$ cat src/rtl/exc_commit.sv
// exc_commit -- write-back stage exception/ertn commit with front-end flush.
//
// Holds one MEM-stage instruction in a WB register and commits it one cycle
// after capture. A pending exception, an interrupt, or an ertn redirects the
// front end. The stage then spends DRAIN_CYCLES cycles refusing input while
// wrong-path instructions drain.
//
// Parameters : DRAIN_CYCLES (1..7), INT_ECODE (ecode reported for interrupts)
// Config     : EXC_COMMIT_INT_EN -- when defined, has_int can raise an
//              interrupt on the committing instruction. When undefined,
//              interrupts never commit and has_int is ignored.
// Ports:
//   clk, reset                       clock, synchronous active-high reset
//   ms_valid / ws_allowin            MEM->WB handshake
//   ms_pc, ms_ex, ms_ecode, ms_esubcode, ms_ertn      instruction status
//   ms_csr_re/we/num/wmask/wvalue    CSR access fields
//   ms_rf_we/waddr/wdata             GPR writeback fields
//   has_int, ex_entry, ertn_entry, csr_rvalue         from the CSR file
//   csr_re/we/num/wmask/wvalue       CSR file access port
//   wb_ex, wb_pc, wb_ecode, wb_esubcode, ertn_flush   CSR hardware interface
//   rf_we, rf_waddr, rf_wdata        register file write
//   flush, flush_target, debug_wb_pc front-end redirect and trace pc
module exc_commit #(
  parameter int          DRAIN_CYCLES = 2,
  parameter logic [5:0]  INT_ECODE    = 6'h00
) (
  input  logic        clk,
  input  logic        reset,
  input  logic        ms_valid,
  output logic        ws_allowin,
  input  logic [31:0] ms_pc,
  input  logic        ms_ex,
  input  logic [5:0]  ms_ecode,
  input  logic [8:0]  ms_esubcode,
  input  logic        ms_ertn,
  input  logic        ms_csr_re,
  input  logic        ms_csr_we,
  input  logic [13:0] ms_csr_num,
  input  logic [31:0] ms_csr_wmask,
  input  logic [31:0] ms_csr_wvalue,
  input  logic        ms_rf_we,
  input  logic [4:0]  ms_rf_waddr,
  input  logic [31:0] ms_rf_wdata,
  input  logic        has_int,
  input  logic [31:0] ex_entry,
  input  logic [31:0] ertn_entry,
  input  logic [31:0] csr_rvalue,
  output logic        csr_re,
  output logic        csr_we,
  output logic [13:0] csr_num,
  output logic [31:0] csr_wmask,
  output logic [31:0] csr_wvalue,
  output logic        wb_ex,
  output logic [31:0] wb_pc,
  output logic [5:0]  wb_ecode,
  output logic [8:0]  wb_esubcode,
  output logic        ertn_flush,
  output logic        rf_we,
  output logic [4:0]  rf_waddr,
  output logic [31:0] rf_wdata,
  output logic        flush,
  output logic [31:0] flush_target,
  output logic [31:0] debug_wb_pc
);

  typedef enum logic {S_RUN, S_DRAIN} state_t;

  typedef struct packed {
    logic [31:0] pc;
    logic        ex;
    logic [5:0]  ecode;
    logic [8:0]  esubcode;
    logic        ertn;
    logic        csr_re;
    logic        csr_we;
    logic [13:0] csr_num;
    logic [31:0] csr_wmask;
    logic [31:0] csr_wvalue;
    logic        rf_we;
    logic [4:0]  rf_waddr;
    logic [31:0] rf_wdata;
  } ws_t;

  state_t     state_q, state_d;
  logic [2:0] cnt_q, cnt_d;
  logic       ws_valid_q, ws_valid_d;
  ws_t        ws_q, ws_d;

  logic int_taken;
  logic exc;
  logic capture;

`ifdef EXC_COMMIT_INT_EN
  assign int_taken = ws_valid_q && has_int && !ws_q.ex;
`else
  logic unused_has_int;
  assign unused_has_int = has_int;
  assign int_taken      = 1'b0;
`endif

  assign exc        = ws_valid_q && (ws_q.ex || int_taken);
  assign ws_allowin = (state_q == S_RUN);
  // The instruction arriving alongside a flush is on the wrong path.
  assign capture    = ms_valid && ws_allowin && !flush;

  // Commit outputs: purely combinational from the WB register.
  always_comb begin
    wb_ex        = exc;
    wb_pc        = ws_valid_q ? ws_q.pc : 32'h0;
    wb_ecode     = 6'h0;
    wb_esubcode  = 9'h0;
    if (exc) begin
      wb_ecode    = int_taken ? INT_ECODE : ws_q.ecode;
      wb_esubcode = int_taken ? 9'h0      : ws_q.esubcode;
    end
    ertn_flush   = ws_valid_q && ws_q.ertn && !exc;
    csr_re       = ws_valid_q && ws_q.csr_re && !exc;
    csr_we       = ws_valid_q && ws_q.csr_we && !exc;
    csr_num      = ws_valid_q ? ws_q.csr_num    : 14'h0;
    csr_wmask    = ws_valid_q ? ws_q.csr_wmask  : 32'h0;
    csr_wvalue   = ws_valid_q ? ws_q.csr_wvalue : 32'h0;
    rf_we        = ws_valid_q && ws_q.rf_we && !exc;
    rf_waddr     = ws_valid_q ? ws_q.rf_waddr : 5'h0;
    rf_wdata     = 32'h0;
    if (ws_valid_q) rf_wdata = ws_q.csr_re ? csr_rvalue : ws_q.rf_wdata;
    flush        = exc || ertn_flush;
    flush_target = exc ? ex_entry : (ertn_flush ? ertn_entry : 32'h0);
    debug_wb_pc  = ws_valid_q ? ws_q.pc : 32'h0;
  end

  // Next-state: FSM, drain counter, WB register.
  always_comb begin
    state_d    = state_q;
    cnt_d      = cnt_q;
    ws_valid_d = capture;
    ws_d       = ws_q;
    if (capture) begin
      ws_d.pc         = ms_pc;
      ws_d.ex         = ms_ex;
      ws_d.ecode      = ms_ecode;
      ws_d.esubcode   = ms_esubcode;
      ws_d.ertn       = ms_ertn;
      ws_d.csr_re     = ms_csr_re;
      ws_d.csr_we     = ms_csr_we;
      ws_d.csr_num    = ms_csr_num;
      ws_d.csr_wmask  = ms_csr_wmask;
      ws_d.csr_wvalue = ms_csr_wvalue;
      ws_d.rf_we      = ms_rf_we;
      ws_d.rf_waddr   = ms_rf_waddr;
      ws_d.rf_wdata   = ms_rf_wdata;
    end
    case (state_q)
      S_RUN: begin
        if (flush) begin
          state_d = S_DRAIN;
          cnt_d   = 3'(DRAIN_CYCLES - 1);
        end
      end
      S_DRAIN: begin
        if (cnt_q == 3'd0) state_d = S_RUN;
        else               cnt_d   = cnt_q - 3'd1;
      end
      default: begin
        state_d = S_RUN;
        cnt_d   = 3'd0;
      end
    endcase
  end

  always_ff @(posedge clk) begin
    if (reset) begin
      state_q    <= S_RUN;
      cnt_q      <= 3'd0;
      ws_valid_q <= 1'b0;
      ws_q       <= '0;
    end else begin
      state_q    <= state_d;
      cnt_q      <= cnt_d;
      ws_valid_q <= ws_valid_d;
      ws_q       <= ws_d;
    end
  end

endmodule
$ cat config.mk
export PLATFORM = sky130hd
export DESIGN_NAME = exc_commit
export DESIGN_NICKNAME = d
export VERILOG_FILES = /design/src/rtl/exc_commit.sv
export SDC_FILE = /design/constraint.sdc
export NUM_CORES = 1
export LEC_CHECK = 0
export CORE_AREA = 2 2 193 195
export CTS_BUF_LIST = sky130_fd_sc_hd__clkbuf_4
export DETAILED_ROUTE_END_ITERATION = 6
export DIE_AREA = 0 0 195 197
export GPL_TIMING_DRIVEN = 0
export PLACE_DENSITY = 0.7
export SLEW_MARGIN = 20
export SYNTH_ARGS = -nofsm -noshare
export SYNTH_HDL_FRONTEND = slang
export SYNTH_SLANG_ARGS = --single-unit
$ cat constraint.sdc
create_clock -name clk -period 1.61 [get_ports clk]
set_input_delay 0.161 -clock clk [delete_from_list [all_inputs] [get_ports clk]]
set_output_delay 0.161 -clock clk [all_outputs]
set_load 0.005 [all_outputs]
# After elaboration in Yosys (flattened, before gate mapping)
# Index checks and enable logic that the tools add are counted.
[classes]
addsub = 1
multipliers = 0
n_div = 0
n_lt_le_gt_ge = 0
eq_ne = 2
shift = 0
mux = 17
bitwise = 1
n_reduce_logical = 16
[op_table]
columns = ["cell", "count"]
rows = [
  ["$mux 32", 7],
  ["$mux 14", 1],
  ["$logic_and 1x1->1", 11],
  ["$mux 9", 1],
  ["$mux 3", 2],
  ["$mux 6", 1],
  ["$pmux 3 s2", 1],
  ["$mux 5", 1],
  ["$logic_not 3->1", 1],
  ["$sub 3x1->3 const B", 1],
  ["$logic_not 1->1", 2],
  ["$mux 1", 2],
  ["$ne 2x1->1 const B", 1],
  ["$ne 2x2->1 const B", 1],
  ["$pmux 1 s2", 1],
  ["$reduce_and 2->1", 1],
  ["$logic_or 1x1->1", 1],
  ["$not 1->1", 1],
]
[word_totals]
regBits = 172
latch_bits = 0
ram_bits = 0
romBits = 0
inputBits = 267
output_inout_bits = 233
word_cells = 53
n_memories = 0

# Depth between registers and ports, before layout
[logic_depth]
depth_word = 6
ltp_mapped = 6
depth_no_buf = 6

# Worst setup path before layout
# No wires, ideal clock.
[synth_timing]
path_type = "register -> output"
from = "reg ws_valid_q"
to = "out wb_pc[0]"
arrival_time_ps = 1250
required_time_ps = 1449
slack_ps = 199
path_stages_with_launch = 6
path_buffers = 4
cell_sequence = "dfxtp_1 > buf_2 > clkbuf_1 > clkbuf_1 > and2_1 > buf_4"
[synth_between]
elab_chain_len = 1
[synth_rtl]
columns = ["item", "line_no", "source"]
rows = [
  ["start: declaration", "86", "logic ws_valid_q, ws_valid_d;"],
  ["start signal: assignment", "179", "ws_valid_q <= ws_valid_d;"],
  ["$mux 32", "n/a", ""],
  ["end: declaration", "54", "output logic [31:0] wb_pc,"],
]
# No other way between the ends.

# Worst setup path after layout
[layout_timing]
from = "reg ws_valid_q"
to = "out flush_target[5]"
[layout_between]
elab_chain_len = 5
word_cells_on_any_way = 6
cone_classes = "mux (2); reduce/logical (4)"
[layout_rtl]
columns = ["item", "line_no", "source"]
rows = [
  ["$logic_and 1x1->1", "101", "assign exc = ws_valid_q && (ws_q.ex || int_taken);"],
  ["$logic_not 1->1", "116", "ertn_flush = ws_valid_q && ws_q.ertn && !exc;"],
  ["$logic_and 1x1->1", "116", ""],
  ["$mux 32", "127", "flush_target = exc ? ex_entry : (ertn_flush ? ertn_entry : 32'h0);"],
  ["$mux 32 *", "127", ""],
  ["end: declaration", "62", "output logic [31:0] flush_target,"],
]
# Mark *: on every way between the ends. The rest lies on a longest branch, timed or not.

==> summary.md <==
| Metric | Value |
|---|---|
| Crit end category | `output pin` |
| Internal | `7.56 mW` |
| Final WS setup | `-0.545 ns` |
| Final wirelength | `43100 um` |
| Failing checks | `negative setup slack` |
| Status | `complete, but fails checks` |
| Net Sw Frac | `between 20% and 30%` |
| Total Power | `10.7 mW` |
| Mapped Cells | `approximately 1000` |
| Worst EP required | `roughly 1.5 ns` |
| Fin crit period | `between 2 and 2.5 ns` |
| # IOs | `500` |
| Die X-Extent | `195 um` |
| Setup TNS | `-104.26 ns` |
| Mapped Area | `9680 um^2` |
| Comb pwr share | `32.4%` |
| Vias per cell | `around 4.4` |
| Crit-path leading delay family | `buffers and inverters` |
| Total CTS buffers | `17` |
| Total GRT Usage | `21.7%` |
| Post-Route Utilization | `50.7%` |
| Crit path kind | `reg2out` |
| Headroom to the max-slew limit | `27.6%` |
| Fraction of layout instances using a drive strength above 1 | `36.6%` |
| Total number of H-tree levels | `4` |
| Synth top area cells | `dfxtp_1 (36%), nand2b_1 (22%), mux2i_1 (21%)` |
| Largest family of logic cells by synthesized area | `simple AND/OR/NAND/NOR gates` |
| Yosys warning total | `0` |
| RSZ-0062 raised after global routing | `yes` |
| Min-Delay Path Class | `in2reg` |
| Max Slew Vio Count | `0` |
| Pwr/cell area | `583 nW/um^2` |
| Max incr delay on CP | `0.41 ns` |
| Slew @ Worst Pin | `1.09 ns` |
| Port Buffers | `497` |
| Critical path startpoint category | `register` |
| Die area | `38400 um^2` |
| CTS tree | `yes` |
| Setup crit end | `flush_target[5]` |
| Flop pwr share | `between 40% and 50%` |
| Drt drc | `0` |
| FP Rows | `70` |
| Maximum VDD drop | `approximately 0.34 mV` |
| Compound-Gate Fraction of Synth Area | `3.41%` |
| Adder-cell share of the synthesized area | `0.258%` |
| Seq/Total Area, Yosys | `35.6%` |
| ANT nets after route | `0` |
| Asr flop ratio synth | `0%` |
| Synth area leader | `dfxtp_1` |
| Vias | `between 9000 and 10000` |
| Post-synth top cells | `nand2b_1 (335), mux2i_1 (199), dfxtp_1 (172), and2_1 (120), clkbuf_1 (61)` |
| DP HPWL | `about 30000 um` |
| Die H | `between 150 and 200 um` |
| Synth Area per Inst | `between 9 and 10 um^2` |
| R2R depth | `9` |
| Max Clock Freq | `0.464 GHz` |
| Switching Power | `3.15 mW` |
| Main flop type after synthesis | `dfxtp_1` |
| Initial antenna violation count | `9` |
| DR WL/cell | `20.1 um` |
| Largest net degree at the start of global routing | `17` |
| Crit path cell chain | `nor2b_4, buf_6, and2_4, clkbuf_16, a22o_1, buf_2` |
| CP arrival | `approximately 2 ns` |
| Post-synth EDFFs | `0` |
| Final worst-path cycle share | `134%` |
| Post-Synth XOR/XNOR Area | `0%` |
| Setup violators final | `395` |
| Reg clk slew, reported paths | `~0.16 ns` |
| GR Overflow Total | `0` |
| First-pass GRT wire length | `around 62000 um` |
| Critical path depth | `6` |
| Clk_skew | `approximately 0.021 ns` |
| Clk_lat worst skew | `0.61 ns` |
| Max Cap Viol | `0` |
| Clock Path Buffers | `2` |
| CTS root buffer | `clkbuf_4` |
| Synth top area share | `between 30% and 40%` |
| Syn nets | `1314` |
| RR Endpoint | `ws_q[70]$_SDFFE_PP0P_` |
| Fin area | `18400 um^2` |
| CP max stage cell | `dfxtp_4` |
| Most common cell in the netlist | `nand2b_1` |
| Critical path startpoint | `ws_valid_q$_SDFF_PP0_` |
| Placed cell areas | `15200 um^2` |
| CP bufs+invs | `3` |
| Leak | `7.86 nW` |
| DR iter-0 viols | `260` |
| Layout Nets | `between 1500 and 2000` |
| Simple-gate portion of the synthesized area | `32.9%` |
| R2R Setup Slk | `-0.27 ns` |
| Starting Density | `roughly a quarter` |
| Clock sinks | `172` |
| TritonRoute pass-1 iters | `4` |
| Final hold violations | `0` |
| Area added between synthesis and finish | `89.8%` |
| Final GP Congestion | `0.841` |
| Vias in the first global route | `10100` |
| Core area | `36300 um^2` |
| Mux contribution to synthesized area | `20.6%` |
| Crit Path Max Fanout | `7` |
| Flops & latches, synth | `172` |
| Clock power share | `a little under a quarter` |
| Netlist cell types | `20` |
| Worst r2r src | `ws_q[134]$_SDFFE_PP0P_` |
==> cell families after synthesis <==
kind of cell / Yosys count
multiplexers: 199
AND/OR/NAND/NOR: 509
buffers and inverters: 125
AO/OA/AOI/OAI: 38
adder cells (fa/ha/maj): 2
flip-flops: 172
==> cell type report <==
type / count / area, um^2
Fill cell: 3356 / 17900
Multi-Input combinational cell: 748 / 6160
Antenna cell: 9 / 22.5
Timing Repair Buffer: 595 / 6530
Buffer: 111 / 1360
Clock inverter: 15 / 121
Inverter: 5 / 18.8
Clock buffer: 17 / 128
Sequential cell: 172 / 3460
Tap cell: 468 / 586
==> worst min path at each step <==
stage	startpoint	end	slack, ns	cells past startpoint
floorplan	ms_rf_wdata[0]	ws_q[0]$_SDFFE_PP0P_	0.32	2
global placement	ws_q[160]$_SDFFE_PP0P_	ws_q[160]$_SDFFE_PP0P_	0.45	2
detailed placement	ws_q[129]$_SDFFE_PP0P_	ws_q[129]$_SDFFE_PP0P_	0.46	2
CTS	ms_ecode[1]	ws_q[129]$_SDFFE_PP0P_	0.002	3
global route	ms_rf_wdata[21]	ws_q[21]$_SDFFE_PP0P_	0.03	3
finish	ms_rf_wdata[9]	ws_q[9]$_SDFFE_PP0P_	0.09	3
==> what timing repair did <==
action / CTS / global route
endpoints found under the setup margin: 393 / 401
setup buffers: 55 / 19
pin swaps: 136 / 21
cloned: 41 / 5
hold endpoints to repair: 0 / 0
hold buffers: 0 / 0
gates resized for setup: 1458 / 161
==> state kept, by name (all words and copies together) (netlist names) <==
signal and cells:
state_q 1, ws_q 167, ws_valid_q 1, cnt_q 3
==> worst reg2reg max path, cell delays in order (launching register included) <==
cell     delay [ns]
dfxtp_4        0.40
buf_6          0.12
buf_4          0.13
o21ai_4        0.15
and3_4         0.24
buf_12         0.14
buf_12         0.15
buf_12         0.14
buf_12         0.12
mux2i_2        0.20
==> routing by layer <==
metal / routed length (um) / GRT usage [%] / vias up
met2: 23000 / 41.0 / 320
met4: 1240 / 8.71 / 4
met5: 27 / 0 / -
met3: 2880 / 6.11 / 55
met1: 16000 / 22.7 / 4536
li1: - / - / 4589
==> cells in the final DEF, fill, tap and decap left out, drive strengths merged <==
cell | synthesis | final
and2 | 120 | 120
bufinv | 0 | 1
clkbuf | 61 | 81
a21oi | 1 | 1
ha | 2 | 2
diode | 0 | 9
o32ai | 2 | 2
or3 | 2 | 2
o21ai | 1 | 1
o21ba | 1 | 1
nor2b | 35 | 35
clkinv | 0 | 7
inv | 5 | 10
clkdlybuf4s50 | 0 | 264
dlygate4sd2 | 0 | 1
nor2 | 1 | 1
buf | 59 | 377
and3 | 16 | 16
mux2i | 199 | 199
dfxtp | 172 | 172
a22o | 32 | 32
clkinvlp | 0 | 2
o31a | 1 | 1
nand2b | 335 | 335
==> per-stage QoR <==
step,worst slack [ns],cells,hold WS (ns)
after floorplan,0.199,1045,0.316
after CTS,-0.629,2135,0.00191
after global placement,-1.29,2010,0.453
after global routing,-0.661,2136,0.0335
final,-0.545,2140,0.0932
after detailed placement,-1.26,2010,0.457
==> power groups by stage <==
stage,logic (mW),registers (mW),clock network (mW)
4_1_cts,3.46,4.75,2.60
5_1_grt,3.69,4.79,2.75
2_1_floorplan,1.14,4.76,0
3_5_place_dp,2.45,4.81,0
3_3_place_gp,2.42,4.80,0
6_report,3.47,4.76,2.48
Power figures use the tool's default switching activity.
